File: src/rtl/led_pattern_ctrl_if.sv
// led_pattern_ctrl_if: groups the tick/button inputs and the LED/rate outputs
// of the LED pattern controller.
//   i_tick     : 1-cycle step pulse from the tick generator
//   i_enable   : 1 = steps accepted, 0 = pattern frozen
//   i_mode     : 00 ring-left, 01 ring-right, 10 ping-pong, 11 blink-all
//   i_btn_next : 1-cycle debounced button pulse, steps o_sel
//   o_led      : LED drive, 1 = lit
//   o_sel      : rate select to the tick generator
//   o_wrap     : 1-cycle pulse when the pattern completes a cycle
// modport master drives the inputs (stimulus side), slave is the controller.
interface led_pattern_ctrl_if #(
  parameter int unsigned N_LEDS = 4
);
  logic              i_tick;
  logic              i_enable;
  logic [1:0]        i_mode;
  logic              i_btn_next;
  logic [N_LEDS-1:0] o_led;
  logic [1:0]        o_sel;
  logic              o_wrap;

  modport master (
    output i_tick, i_enable, i_mode, i_btn_next,
    input  o_led, o_sel, o_wrap
  );

  modport slave (
    input  i_tick, i_enable, i_mode, i_btn_next,
    output o_led, o_sel, o_wrap
  );
endinterface

File: src/rtl/led_pattern_ctrl.sv
// led_pattern_ctrl: advances a ring / ping-pong / blink LED pattern on each
// qualified tick (i_tick & i_enable) and owns the 2-bit rate select that a
// button pulse steps through.
// Ports:
//   clk     : system clock
//   i_rst_n : asynchronous active-low reset
//   bus     : led_pattern_ctrl_if.slave (tick, enable, mode, button in;
//             LED bank, rate select, wrap pulse out), all outputs registered
module led_pattern_ctrl #(
  parameter int unsigned N_LEDS = 4
) (
  input  logic               clk,
  input  logic               i_rst_n,
  led_pattern_ctrl_if.slave  bus
);

  typedef enum logic [2:0] {
    RING_L,
    RING_R,
    PP_UP,
    PP_DN,
    BLINK_ON,
    BLINK_OFF
  } state_t;

  localparam logic [N_LEDS-1:0] LED_BOT = {{(N_LEDS-1){1'b0}}, 1'b1};
  localparam logic [N_LEDS-1:0] LED_TOP = {1'b1, {(N_LEDS-1){1'b0}}};

  state_t            state_q;
  logic [1:0]        mode_q;
  logic [N_LEDS-1:0] led_q;
  logic [1:0]        sel_q;
  logic              wrap_q;

  logic              step;
  logic              mode_change;
  logic              led_onehot;
  logic [N_LEDS-1:0] rot_l;
  logic [N_LEDS-1:0] rot_r;
  state_t            reload_state;
  logic [N_LEDS-1:0] reload_led;

  assign step        = bus.i_tick & bus.i_enable;
  assign mode_change = (bus.i_mode != mode_q);
  assign led_onehot  = (led_q != '0) && ((led_q & (led_q - LED_BOT)) == '0);
  assign rot_l       = {led_q[N_LEDS-2:0], led_q[N_LEDS-1]};
  assign rot_r       = {led_q[0], led_q[N_LEDS-1:1]};

  // Start state and pattern entered when a step sees a new mode.
  always_comb begin
    reload_state = RING_L;
    reload_led   = LED_BOT;
    case (bus.i_mode)
      2'b00: begin
        reload_state = RING_L;
        reload_led   = LED_BOT;
      end
      2'b01: begin
        reload_state = RING_R;
        reload_led   = LED_TOP;
      end
      2'b10: begin
        reload_state = PP_UP;
        reload_led   = LED_BOT;
      end
      default: begin
        reload_state = BLINK_ON;
        reload_led   = '1;
      end
    endcase
  end

  always_ff @(posedge clk or negedge i_rst_n) begin
    if (!i_rst_n) begin
      state_q <= RING_L;
      mode_q  <= '0;
      led_q   <= LED_BOT;
      sel_q   <= '0;
      wrap_q  <= 1'b0;
    end else begin
      wrap_q <= 1'b0;

      if (bus.i_btn_next) begin
        sel_q <= sel_q + 2'd1;
      end

      if (step) begin
        if (mode_change) begin
          mode_q  <= bus.i_mode;
          state_q <= reload_state;
          led_q   <= reload_led;
        end else begin
          case (state_q)
            RING_L: begin
              if (!led_onehot) begin
                led_q <= LED_BOT;
              end else begin
                led_q  <= rot_l;
                wrap_q <= led_q[N_LEDS-1];
              end
            end
            RING_R: begin
              if (!led_onehot) begin
                led_q <= LED_BOT;
              end else begin
                led_q  <= rot_r;
                wrap_q <= led_q[0];
              end
            end
            // Direction flips on the step that lands on an endpoint, so the
            // endpoint is shown once and the next step already moves back.
            PP_UP: begin
              if (!led_onehot || led_q[N_LEDS-1]) begin
                led_q <= LED_BOT;
              end else begin
                led_q <= led_q << 1;
                if (led_q[N_LEDS-2]) begin
                  state_q <= PP_DN;
                end
              end
            end
            PP_DN: begin
              if (!led_onehot || led_q[0]) begin
                led_q   <= LED_BOT;
                state_q <= PP_UP;
              end else begin
                led_q <= led_q >> 1;
                if (led_q[1]) begin
                  state_q <= PP_UP;
                  wrap_q  <= 1'b1;
                end
              end
            end
            BLINK_ON: begin
              led_q   <= '0;
              state_q <= BLINK_OFF;
            end
            BLINK_OFF: begin
              led_q   <= '1;
              state_q <= BLINK_ON;
              wrap_q  <= 1'b1;
            end
            default: begin
              led_q   <= LED_BOT;
              state_q <= RING_L;
            end
          endcase
        end
      end
    end
  end

  assign bus.o_led  = led_q;
  assign bus.o_sel  = sel_q;
  assign bus.o_wrap = wrap_q;

endmodule

File: src/flat_wrapper.sv
// flat-port wrapper written by rule: the top's interface ports become plain ports
module led_pattern_ctrl_flat 
#(
  parameter int unsigned N_LEDS = 4
)
  (clk, i_rst_n, bus_i_tick, bus_i_enable, bus_i_mode, bus_i_btn_next, bus_o_led, bus_o_sel, bus_o_wrap);
  led_pattern_ctrl_if #(.N_LEDS(N_LEDS)) bus_i ();
  input  logic clk;
  input  logic i_rst_n;
  input wire logic [$bits(bus_i.i_tick)-1:0] bus_i_tick;
  input wire logic [$bits(bus_i.i_enable)-1:0] bus_i_enable;
  input wire logic [$bits(bus_i.i_mode)-1:0] bus_i_mode;
  input wire logic [$bits(bus_i.i_btn_next)-1:0] bus_i_btn_next;
  output wire logic [$bits(bus_i.o_led)-1:0] bus_o_led;
  output wire logic [$bits(bus_i.o_sel)-1:0] bus_o_sel;
  output wire logic [$bits(bus_i.o_wrap)-1:0] bus_o_wrap;
  assign bus_i.i_tick = bus_i_tick;
  assign bus_i.i_enable = bus_i_enable;
  assign bus_i.i_mode = bus_i_mode;
  assign bus_i.i_btn_next = bus_i_btn_next;
  assign bus_o_led = bus_i.o_led;
  assign bus_o_sel = bus_i.o_sel;
  assign bus_o_wrap = bus_i.o_wrap;
  led_pattern_ctrl #(.N_LEDS(N_LEDS)) u_core (.clk(clk), .i_rst_n(i_rst_n), .bus(bus_i));
endmodule
File: config.mk
export PLATFORM = sky130hd
export DESIGN_NAME = led_pattern_ctrl_flat
export DESIGN_NICKNAME = d
export VERILOG_FILES = /design/src/rtl/led_pattern_ctrl_if.sv /design/src/rtl/led_pattern_ctrl.sv /design/src/flat_wrapper.sv
export SDC_FILE = /design/constraint.sdc
export NUM_CORES = 1
export LEC_CHECK = 0
export CORE_MARGIN = 2
export CORE_UTILIZATION = 45
export DETAILED_ROUTE_END_ITERATION = 7
export PLACE_DENSITY = 0.75
export SETUP_SLACK_MARGIN = 0.2
export SYNTH_ARGS = -nofsm -noshare
export SYNTH_HDL_FRONTEND = slang
export SYNTH_SLANG_ARGS = --single-unit
File: constraint.sdc
create_clock -name clk -period 1.73 [get_ports clk]
set_clock_uncertainty 0.05 [all_clocks]
set_input_delay 0.346 -clock clk [delete_from_list [all_inputs] [get_ports clk]]
set_output_delay 0.346 -clock clk [all_outputs]
set_load 0.005 [all_outputs]
==> results of run 1 <==
==> cells in the final DEF (no fill, tap or decap), types with 3 or more instances in the layout <==
cell	netlist	layout
nand2_1	6	5
xor2_1	3	3
buf_6	2	6
buf_4	3	25
a21oi_1	8	6
dfrtp_1	11	6
dfrtp_2	0	5
a31oi_1	3	3
ha_1	4	4
dlygate4sd2_1	0	3
inv_1	6	4
mux2_2	4	4
clkdlybuf4s50_1	0	7
clkbuf_4	0	3
a211o_1	3	3
==> kinds of logic after synthesis <==
group                    count (synthesis)
AND/OR/NAND/NOR                         33
adder cells (fa/ha/maj)                  4
buffers and inverters                   13
AO/OA/AOI/OAI                           33
multiplexers                             5
flip-flops                              12
XOR/XNOR                                 6
==> per-stage QoR <==
step / std cells / util, % / setup TNS [ns] / hold WS, ns / setup WS, ns
floorplan: 106 / - / 0 / 0.000409 / 0.201
global placement: 154 / 60.1 / -0.502 / 0.410 / -0.116
detailed placement: 154 / 60.1 / -0.855 / 0.422 / -0.160
CTS: 169 / 67.6 / 0 / 0.383 / 0.0299
global route: 176 / 75.1 / 0 / 0.419 / 0.0135
finish: 176 / 75.1 / 0 / 0.371 / 0.0490
==> worst reg2reg max path, cell delays in order, from the launching register on <==
cell and delay [ns]:
dfstp_2 0.39, buf_8 0.13, a211o_1 0.28, a211oi_2 0.34, a21oi_1 0.12, o221a_1 0.27
==> cell usage after synthesis (2+ instances only) <==
cell     instances  area [um2]
dfrtp_1         11         275
a21oi_1          8        40.0
inv_1            6        22.5
nand2_1          6        22.5
ha_1             4        50.1
mux2_2           4        45.0
a211o_1          3        26.3
a31oi_1          3        18.8
buf_4            3        22.5
nor2_1           3        11.3
nor2b_1          3        18.8
nor3_1           3        15.0
nor4b_1          3        26.3
o21ai_1          3        15.0
xnor2_1          3        26.3
xor2_1           3        26.3
a22oi_1          2        15.0
buf_2            2        10.0
buf_6            2        22.5
nand4_1          2        12.5
nor3b_1          2        15.0
o21ai_0          2        10.0
==> flip-flops by register name (all words and copies together), names as in the netlist <==
| register | flops |
|---|---|
| u_core.bus.o_sel | 2 |
| u_core.bus.o_wrap | 1 |
| u_core.state_q | 3 |
| u_core.mode_q | 2 |
| u_core.bus.o_led | 4 |
==> final cells by class <==
cell class              instances  area [um2]  area share, %
multi-input cells              81         699           46.0
inverters                       6        22.5           1.48
well taps                      27        33.8           2.22
clock buffers                   4        36.3           2.39
flip-flops and latches         12         308           20.3
repair buffers                 46         419           27.6
==> per-layer routing <==
metal	share of wire, %	vias to the layer above	GRT usage (%)
met2	52	55	39.9
met3	9.9	4	5.56
li1	-	486	-
met1	38	500	29.9
met5	0	-	0
met4	0.81	0	6.76
==> final timing paths <==
check / to / slack (ns) / cells after the start
min in group clk: u_core.bus.o_sel[1] / 0.43 / 1
min: u_core.mode_q[1] / 0.37 / 1
max: u_core.state_q[2] / 0.05 / 5
min reg2reg: u_core.bus.o_sel[1] / 0.43 / 1
max in group asynchronous: u_core.bus.o_led[2] / 0.85 / 1
max reg2reg: u_core.state_q[2] / 0.05 / 5
==> where the power goes <==
group	leakage [nW]	switching [mW]	internal, mW	total (mW)
clock network	0.0210	0.110	0.128	0.238
registers	0.138	0.106	0.371	0.477
logic	0.486	0.554	0.604	1.16
total	0.644	0.770	1.10	1.87
==> what timing repair did <==
item / CTS / global route
resized for setup: 16 / 22
pin swaps: 4 / 10
setup endpoints to repair: 14 / 11
gates cloned: 0 / 1
buffers inserted: 11 / 6
hold buffers: 0 / 0
==> out/metrics.yaml, run 1 <==
drt:
  wl_per_cell_um: 17.6
  via_per_inst: 5.94
  drt_iter0_markers: 52
  totalWireLength_mm: 3.10
  drtAntennaViolNets: 0
  vias: 1045
  drc: 0
  firstDrtPassIters: 4
placement:
  place_congestion: 0.920
  place_area_um2: 1220
  place_hpwl_mm: 1.91
  portBuffers: 13
global_route:
  grt_first_pass_wirelength_mm: 4.62
  grt_pass1_vias: 1011
  grt_max_degree: 13
  grt_overflow: 0
  track_usage_pct: 23.6
  antenna_found_initial: 0
synthesis:
  seq_area_frac_synth_pct: 30.5
  syn_area_per_cell_um2: 9.34
  synth_area_um2: 990
  synth_flop_cell: "dfrtp_1"
  yosys_warnings: 0
  synth-simple-area-share_pct: 21.4
  synth-compound-area-share_pct: 24.4
  syn_inst: 106
  async_flop_share_pct: 100
  synth-xor-area-share_pct: 5.31
  synth-edff-count: 0
  synth_mux_area_share_pct: 5.56
  yosysUniqueCellTypes: 47
  synth_top_family_by_area: "compound AO/OA/AOI/OAI gates"
  synth_fa_ha_area_share_pct: 5.06
  synth-seq-cells: 12
  syn_nets: 117
floorplan:
  dieWidth_um: 50.9
  die_area_um2: 2590
  fp.dieH_um: 50.9
  initial_core_util_pct: 48.9
  num_rows: 16
  fp.coreArea_um2: 2020
  io_pins: 14
clocking:
  numCtsBuffers: 3
  clock-sinks: 12
  clockBufferDepth: 2
  clock_latency_ns: 0.28
  cts-htree-levels: 1
  cts_tree: "built"
  cts.clk_slew.worst_paths_ns: 0.09
  cts_root_buf: "clkbuf_4"
hold_path:
  hold_path_class: "in -> async"
critical_path:
  regToRegStartpoint: "u_core.bus.o_led[0]"
  startpoint: "u_core.bus.o_led[0]"
  critPathRequiredTime_ns: 1.85
  path_cells: "buf_8 -> a211o_1 -> a211oi_2 -> a21oi_1 -> o221a_1"
  cpPeakStageDelay_ns: 0.39
  critPathTopFamily: "compound AO/OA/AOI/OAI gates"
  critical_path_class: "reg -> reg"
  critPathMaxFanout: 6
  endpoint_kind: "register"
  cp.arrival_ns: 1.80
  slowest_stage: "dfstp_2"
  critPathLaunchType: "register"
  cp_num_buf_inv: 1
final_layout:
  final_cell_area_um2: 1520
  syn_to_final_growth_pct: 53.5
  drive_above_1_share_pct: 47.0
  fillerInstances: 138
  nets: 161
  n_antenna_cell: 0
sta:
  worst_pin_slew_ns: 0.566
  finalMaxSlewViolations: 0
  max_freq_mhz: 595
  finalHoldViolations: 0
  rsz0062_at_grt: "true"
  fin_crit_sh_pct: 97.2
  finalSetupViolations: 0
  period_needed_ns: 1.68
  maxSlewHeadroom_pct: 62.1
run_status:
  status: "complete, no violations"
power_and_ir_drop:
  irDropWorstVdd_v: 0.000867
  power_density_nw_per_um2: 1230
  total_leakage_power_nw: 0.644
  p_total_mw: 1.87
job:
  drv_cap: 0
Note: power is estimated with default switching activity, not from simulation.
==> inputs of run 2 (changes only) <==
--- a/config.mk
+++ b/config.mk
@@ -6,10 +6,11 @@
 export NUM_CORES = 1
 export LEC_CHECK = 0
 export CORE_MARGIN = 2
-export CORE_UTILIZATION = 45
+export CORE_UTILIZATION = 48
 export DETAILED_ROUTE_END_ITERATION = 7
-export PLACE_DENSITY = 0.75
+export PLACE_DENSITY = 0.79
 export SETUP_SLACK_MARGIN = 0.2
+export SLEW_MARGIN = 20
 export SYNTH_ARGS = -nofsm -noshare
 export SYNTH_HDL_FRONTEND = slang
 export SYNTH_SLANG_ARGS = --single-unit
==> run 2 against run 1 <==
Against the previous run: sequential power is 6.7% lower; wire length down 6.9%; total power is 3.1% lower; via count shrank 2.4%; sequential share of layout area grew 1.1 points; critical path depth stayed put; non-clock buffer count is 4 lower; largest power group unchanged.
==> out/metrics.yaml, run 2 (synthesized netlist as in run 1, its figures left out) <==
clocking:
  clockBufferDepth: 2  # unchanged
  cts_root_buf: "clkbuf_4"
  cts.clk_slew.worst_paths_ns: 0.09  # about the same
  clock_latency_ns: 0.29  # about the same
  cts-htree-levels: 1  # unchanged
  clock-sinks: 12  # unchanged
  holdBufCountCts: 0  # unchanged
  cts_tree: "built"
  numCtsBuffers: 3  # unchanged
final_layout:
  nets: 157  # -2.5%
  n_antenna_cell: 0  # unchanged
  largest_reg_flops: 4  # unchanged
  syn_to_final_growth_pct: 44.1
  fillerInstances: 162  # +17%
  final_cells: 172  # -2.3%
  layout_common_cells: "26 x buf_4, 8 x dfrtp_1, 6 x a21oi_1, 6 x clkdlybuf4s50_1, 5 x nand2_1"
  postLayoutCoreUtil_pct: 72.7  # -2.4 points
  final_cell_area_um2: 1430  # -6.1%
  final_common_cell: "buf_4"
  drive_above_1_share_pct: 40.7  # -6.3 points
placement:
  place_congestion: 0.908  # -1.3%
  pre_cts_slack_ns: -0.140  # +0.0199 ns
  place_area_um2: 1190  # -1.9%
  placed_cells: 151  # -1.9%
  portBuffers: 13  # unchanged
  place_hpwl_mm: 1.76  # -7.9%
sta:
  setup_slack_ns: 0.0950  # +0.0459 ns
  finalHoldViolations: 0  # unchanged
  maxSlewHeadroom_pct: 62.8  # +0.65 points
  fin_crit_sh_pct: 94.5  # -2.7 points
  whs_ns: 0.357  # -0.0142 ns
  worst_pin_slew_ns: 0.557  # -0.00972 ns
  finalMaxSlewViolations: 0  # unchanged
  max_freq_mhz: 612  # +2.8%
  rsz0062_at_grt: "true"
  finalSetupViolations: 0  # unchanged
  tns_ns: 0  # unchanged
  period_needed_ns: 1.64  # -0.0459 ns
power_and_ir_drop:
  power_density_nw_per_um2: 1270  # +3.2%
  seqPwrFrac_pct: 24.5  # -1.0 points
  irDropWorstVdd_v: 0.000853  # -1.7%
  p_total_mw: 1.82  # -3.1%
  total_leakage_power_nw: 0.635  # -1.4%
  power.share.clock_pct: 13.1  # +0.4 points
  combPwrFrac_pct: 62.4  # +0.6 points
  p_int_mw: 1.07  # -3.2%
  swShare_pct: 41.2  # +0.063 points
  switchingPower_uw: 747  # -2.9%
drt:
  drc: 0  # unchanged
  via_per_inst: 5.93  # -0.12%
  vias: 1020  # -2.4%
  totalWireLength_mm: 2.88  # -6.9%
  wl_per_cell_um: 16.8  # -4.7%
  drtAntennaViolNets: 0  # unchanged
  drt_iter0_markers: 21  # -60%
  firstDrtPassIters: 4  # unchanged
critical_path:
  endpoint_kind: "register"
  path_cells: "buf_6 -> a211o_1 -> a211oi_2 -> a21oi_1 -> o221a_1"
  r2r_setup_slack_ns: 0.09  # +0.05 ns
  critPathLaunchType: "register"
  critPathRequiredTime_ns: 1.86  # about the same
  cp.arrival_ns: 1.77  # -0.03 ns
  cpPeakStageDelay_ns: 0.39  # about the same
  slowest_stage: "dfstp_2"
  critical_path_class: "reg -> reg"
  critPathMaxFanout: 6  # unchanged
floorplan:
  fp.coreArea_um2: 1960  # -3.0%
  fp.dieH_um: 49.4  # -2.9%
  num_rows: 16  # unchanged
  io_pins: 14  # unchanged
  die_area_um2: 2440  # -5.8%
  initial_core_util_pct: 50.4  # +1.5 points
  dieWidth_um: 49.4  # -2.9%
global_route:
  grt_first_pass_wirelength_mm: 4.49  # -2.7%
  track_usage_pct: 24.3  # +0.74 points
  antenna_found_initial: 0  # unchanged
  grt_overflow: 0  # unchanged
  grt_max_degree: 13  # unchanged
  grt_pass1_vias: 980  # -3.1%
run_status:
  status: "complete, no violations"
hold_path:
  hold_path_class: "in -> async"
job:
  drv_cap: 0  # unchanged
run 2: changes by cell type in the layout (fill, tap and decap cells not counted), moves of 2 or more:
cell            delta
dfrtp_1            +2
buf_6              -4
dlymetal6s2s_1     +2
dfrtp_2            -2
run 2: per-layer routing:
metal	global-route usage, %	part of all wire [%]	wire length [um]
met1	28.2	40	1150
met2	42.6	51	1470
met3	4.60	6.0	173
met4	12.0	2.8	82
met5	0	0	0
run 2: final cells by class:
class	count	area, um2	area share, %
timing repair buffer	42	352	24.6
clock buffer	4	36.3	2.54
tap	27	33.8	2.37
multi-input combinational	81	677	47.5
sequential	12	305	21.4
inverter	6	22.5	1.58
run 2: worst paths after layout:
path | from | end | cells past startpoint
worst max register to register | u_core.bus.o_led[0] | u_core.state_q[2] | 5
worst min-delay path | i_rst_n | u_core.state_q[2] | 1
worst max-delay path | u_core.bus.o_led[0] | u_core.state_q[2] | 5
min in group clk | u_core.mode_q[1] | u_core.mode_q[1] | 1
worst min register to register | u_core.mode_q[1] | u_core.mode_q[1] | 1
max in group asynchronous | i_rst_n | u_core.bus.o_led[2] | 1
run 2: worst max-delay path, delay by kind of cell (launching register included):
family | cells | cell delay (ns)
AOI/OAI and AO/OA | 4 | 0.96
DFF | 1 | 0.39
buffers and inverters | 1 | 0.13
run 2: repair_timing:
item                                    CTS  global route
gates cloned                              1             0
endpoints found under the setup margin   12            12
hold endpoints to repair                  0             0
pin swaps                                10             9
resized for setup                        19             7
buffers inserted                         14             2
run 2: power groups by stage:
stage	sequential (mW)	combinational [mW]	clock [mW]
after detailed placement	0.480	0.805	0
after global routing	0.456	1.21	0.252
after floorplan	0.452	0.587	0
after CTS	0.438	1.06	0.239
final	0.445	1.13	0.237
after global placement	0.478	0.788	0
==> inputs of run 3 (changes only) <==
--- a/config.mk
+++ b/config.mk
@@ -8,6 +8,7 @@
 export CORE_MARGIN = 2
 export CORE_UTILIZATION = 48
 export DETAILED_ROUTE_END_ITERATION = 7
+export HOLD_SLACK_MARGIN = 0.08
 export PLACE_DENSITY = 0.79
 export SETUP_SLACK_MARGIN = 0.2
 export SLEW_MARGIN = 20
==> constraint.sdc (replaced) <==
create_clock -name clk -period 1.73 [get_ports clk]
set_clock_uncertainty 0.05 [all_clocks]
set_input_delay 0.519 -clock clk [delete_from_list [all_inputs] [get_ports clk]]
set_output_delay 0.519 -clock clk [all_outputs]
set_load 0.005 [all_outputs]
==> run 3 against run 2 <==
Against the previous run: the run now ends with setup timing left; first-iteration DRC count grew 62%; sequential cell count is the same; via count grew 7.3%; sequential power grew 3%; critical path depth is the same; count of clock-buffer cells in the layout is the same; die area is the same; utilization grew 6.4 points; combinational power grew 12%; non-clock buffer count grew 3; clock power shrank 3%.
==> out/metrics.yaml, run 3 (synthesized netlist as in run 1, its figures left out) <==
run_status:
  status: "finished with violations"
  failed_checks: "setup timing"
drt:
  totalWireLength_mm: 3.44  # +20%
  via_per_inst: 6.25  # +5.4%
  firstDrtPassIters: 4  # unchanged
  drt_iter0_markers: 34  # +62%
  vias: 1094  # +7.3%
  wl_per_cell_um: 19.7  # +17%
  drc: 0  # unchanged
  drtAntennaViolNets: 0  # unchanged
final_layout:
  drive_above_1_share_pct: 49.3  # +8.6 points
  largest_reg_flops: 4  # unchanged
  n_antenna_cell: 0  # unchanged
  nets: 160  # +1.9%
  syn_to_final_growth_pct: 56.9
  layout_common_cells: "22 x buf_4, 10 x buf_6, 8 x dfrtp_1"
  final_common_cell: "buf_4"
sta:
  period_needed_ns: 1.77  # +0.131 ns
  finalHoldViolations: 0  # unchanged
  maxSlewHeadroom_pct: 73.1  # +10 points
  fin_crit_sh_pct: 102  # +7.6 points
  setup_slack_ns: -0.0363  # -0.131 ns
  whs_ns: 0.481  # +0.124 ns
  max_freq_mhz: 566  # -7.4%
  worst_pin_slew_ns: 0.402  # -0.154 ns
  rsz0062_at_grt: "true"
  finalMaxSlewViolations: 0  # unchanged
  finalSetupViolations: 3  # +3
floorplan:
  dieWidth_um: 49.4  # unchanged
  die_area_um2: 2440  # unchanged
  io_pins: 14  # unchanged
  num_rows: 16  # unchanged
  initial_core_util_pct: 50.4  # unchanged
  fp.dieH_um: 49.4  # unchanged
  fp.coreArea_um2: 1960  # unchanged
critical_path:
  cp.depth: 5  # unchanged
  critPathTopFamily: "compound AO/OA/AOI/OAI gates"
  cp_num_buf_inv: 1  # unchanged
  critPathRequiredTime_ns: 1.84  # -0.02 ns
  slowest_stage: "dfrtp_2"
  cpPeakStageDelay_ns: 0.43  # +0.04 ns
  r2r_setup_slack_ns: -0.04  # -0.13 ns
  path_cells: "buf_6 -> a211o_1 -> a211oi_4 -> a21oi_1 -> o221a_1"
  r2r_cells: 5  # unchanged
  critical_path_class: "reg -> reg"
  cp.arrival_ns: 1.88  # +0.11 ns
  endpoint_kind: "register"
  critPathMaxFanout: 5  # -1
  startpoint: "u_core.bus.o_led[2]"
  r2r-end: "u_core.state_q[2]"
  critPathLaunchType: "register"
  endpoint: "u_core.state_q[2]"
  regToRegStartpoint: "u_core.bus.o_led[2]"
power_and_ir_drop:
  p_int_mw: 1.12  # +4.9%
  power_density_nw_per_um2: 1260  # -0.68%
  power.share.clock_pct: 11.8  # -1.3 points
  switchingPower_uw: 842  # +13%
  total_leakage_power_nw: 0.672  # +5.8%
  combPwrFrac_pct: 64.9  # +2.5 points
  swShare_pct: 42.9  # +1.7 points
  irDropWorstVdd_v: 0.000786  # -7.8%
  seqPwrFrac_pct: 23.3  # -1.2 points
global_route:
  grt_pass1_vias: 1019  # +4.0%
  met3_usage_pct: 4.60  # unchanged
  grt_overflow: 0  # unchanged
  grt_util_met2_pct: 50.0  # +7.4 points
  grt_max_degree: 13  # unchanged
  busiest_layer: "met2"
  antenna_found_initial: 0  # unchanged
  track_usage_pct: 27.0  # +2.7 points
  grt_first_pass_wirelength_mm: 4.94  # +10%
  gr-usage-met1_pct: 29.6  # +1.4 points
clocking:
  cts.clk_slew.worst_paths_ns: 0.08  # about the same
  clock_latency_ns: 0.28  # about the same
  clockBufferDepth: 2  # unchanged
  numCtsBuffers: 3  # unchanged
  clock-sinks: 12  # unchanged
  holdBufCountCts: 0  # unchanged
  cts_root_buf: "clkbuf_4"
  cts_tree: "built"
  cts-htree-levels: 1  # unchanged
placement:
  place_congestion: 0.881  # -2.9%
  portBuffers: 13  # unchanged
  place_hpwl_mm: 1.78  # +1.6%
  pre_cts_slack_ns: -0.332  # -0.192 ns
job:
  drv_cap: 0  # unchanged
hold_path:
  hold_path_class: "in -> async"
run 3: changes by cell type in the layout (fill, tap and decap cells not counted), moves of 2 or more:
cell,change
buf_6,+8
buf_4,-4
nand2_4,+2
o21ai_1,-2
o21ai_2,+2
clkdlybuf4s50_1,-2
xnor2_2,+2
xnor2_1,-2
clkdlybuf4s15_1,+3
run 3: power groups by stage:
stage | Clock (mW) | Combinational (mW) | Sequential [mW]
2_1_floorplan | 0 | 0.587 | 0.452
3_3_place_gp | 0 | 0.771 | 0.489
3_5_place_dp | 0 | 0.789 | 0.498
4_1_cts | 0.232 | 1.01 | 0.466
5_1_grt | 0.254 | 1.35 | 0.463
6_report | 0.231 | 1.27 | 0.458
run 3: layout make-up:
cell class | count | area, um2
inverters | 6 | 22.5
well taps | 27 | 33.8
fillers | 116 | 409
clock buffers | 4 | 36.3
flip-flops and latches | 12 | 305
repair buffers | 45 | 410
multi-input cells | 81 | 744
run 3: worst min path at each step:
| stage | slack [ns] | cells past startpoint | start | end |
|---|---|---|---|---|
| 5_1_grt | 0.50 | 2 | i_rst_n | u_core.state_q[2] |
| 4_1_cts | 0.49 | 2 | i_rst_n | u_core.mode_q[1] |
| 3_3_place_gp | 0.41 | 1 | u_core.bus.o_sel[1] | u_core.bus.o_sel[1] |
| 6_report | 0.48 | 2 | i_rst_n | u_core.state_q[2] |
| 3_5_place_dp | 0.41 | 1 | u_core.bus.o_sel[1] | u_core.bus.o_sel[1] |
| 2_1_floorplan | 0.17 | 0 | i_rst_n | u_core.bus.o_led[1] |
run 3: stage by stage:
step / instances / instance area [um2] / util, % / TNS, ns / total power [mW]
2_1_floorplan: 106 / 1000 / - / 0 / 1.04
5_1_grt: 175 / 1550 / 79.1 / -0.368 / 2.06
6_report: 175 / 1550 / 79.1 / -0.0677 / 1.96
3_5_place_dp: 152 / 1200 / 61.2 / -2.53 / 1.29
3_3_place_gp: 152 / 1200 / 61.2 / -1.93 / 1.26
4_1_cts: 169 / 1410 / 72.0 / 0 / 1.71
run 3: timing repair:
action                                  CTS  global route
resized for setup                        33            24
setup buffers                            13             6
endpoints found under the setup margin   17            14
pin swaps                                11             9
run 3: metal layers:
| layer | vias up | part of all wire (%) |
|---|---|---|
| met4 | 0 | 4.5 |
| met3 | 20 | 5.3 |
| met2 | 64 | 54 |
| met5 | - | 0 |
| li1 | 482 | - |
| met1 | 528 | 37 |
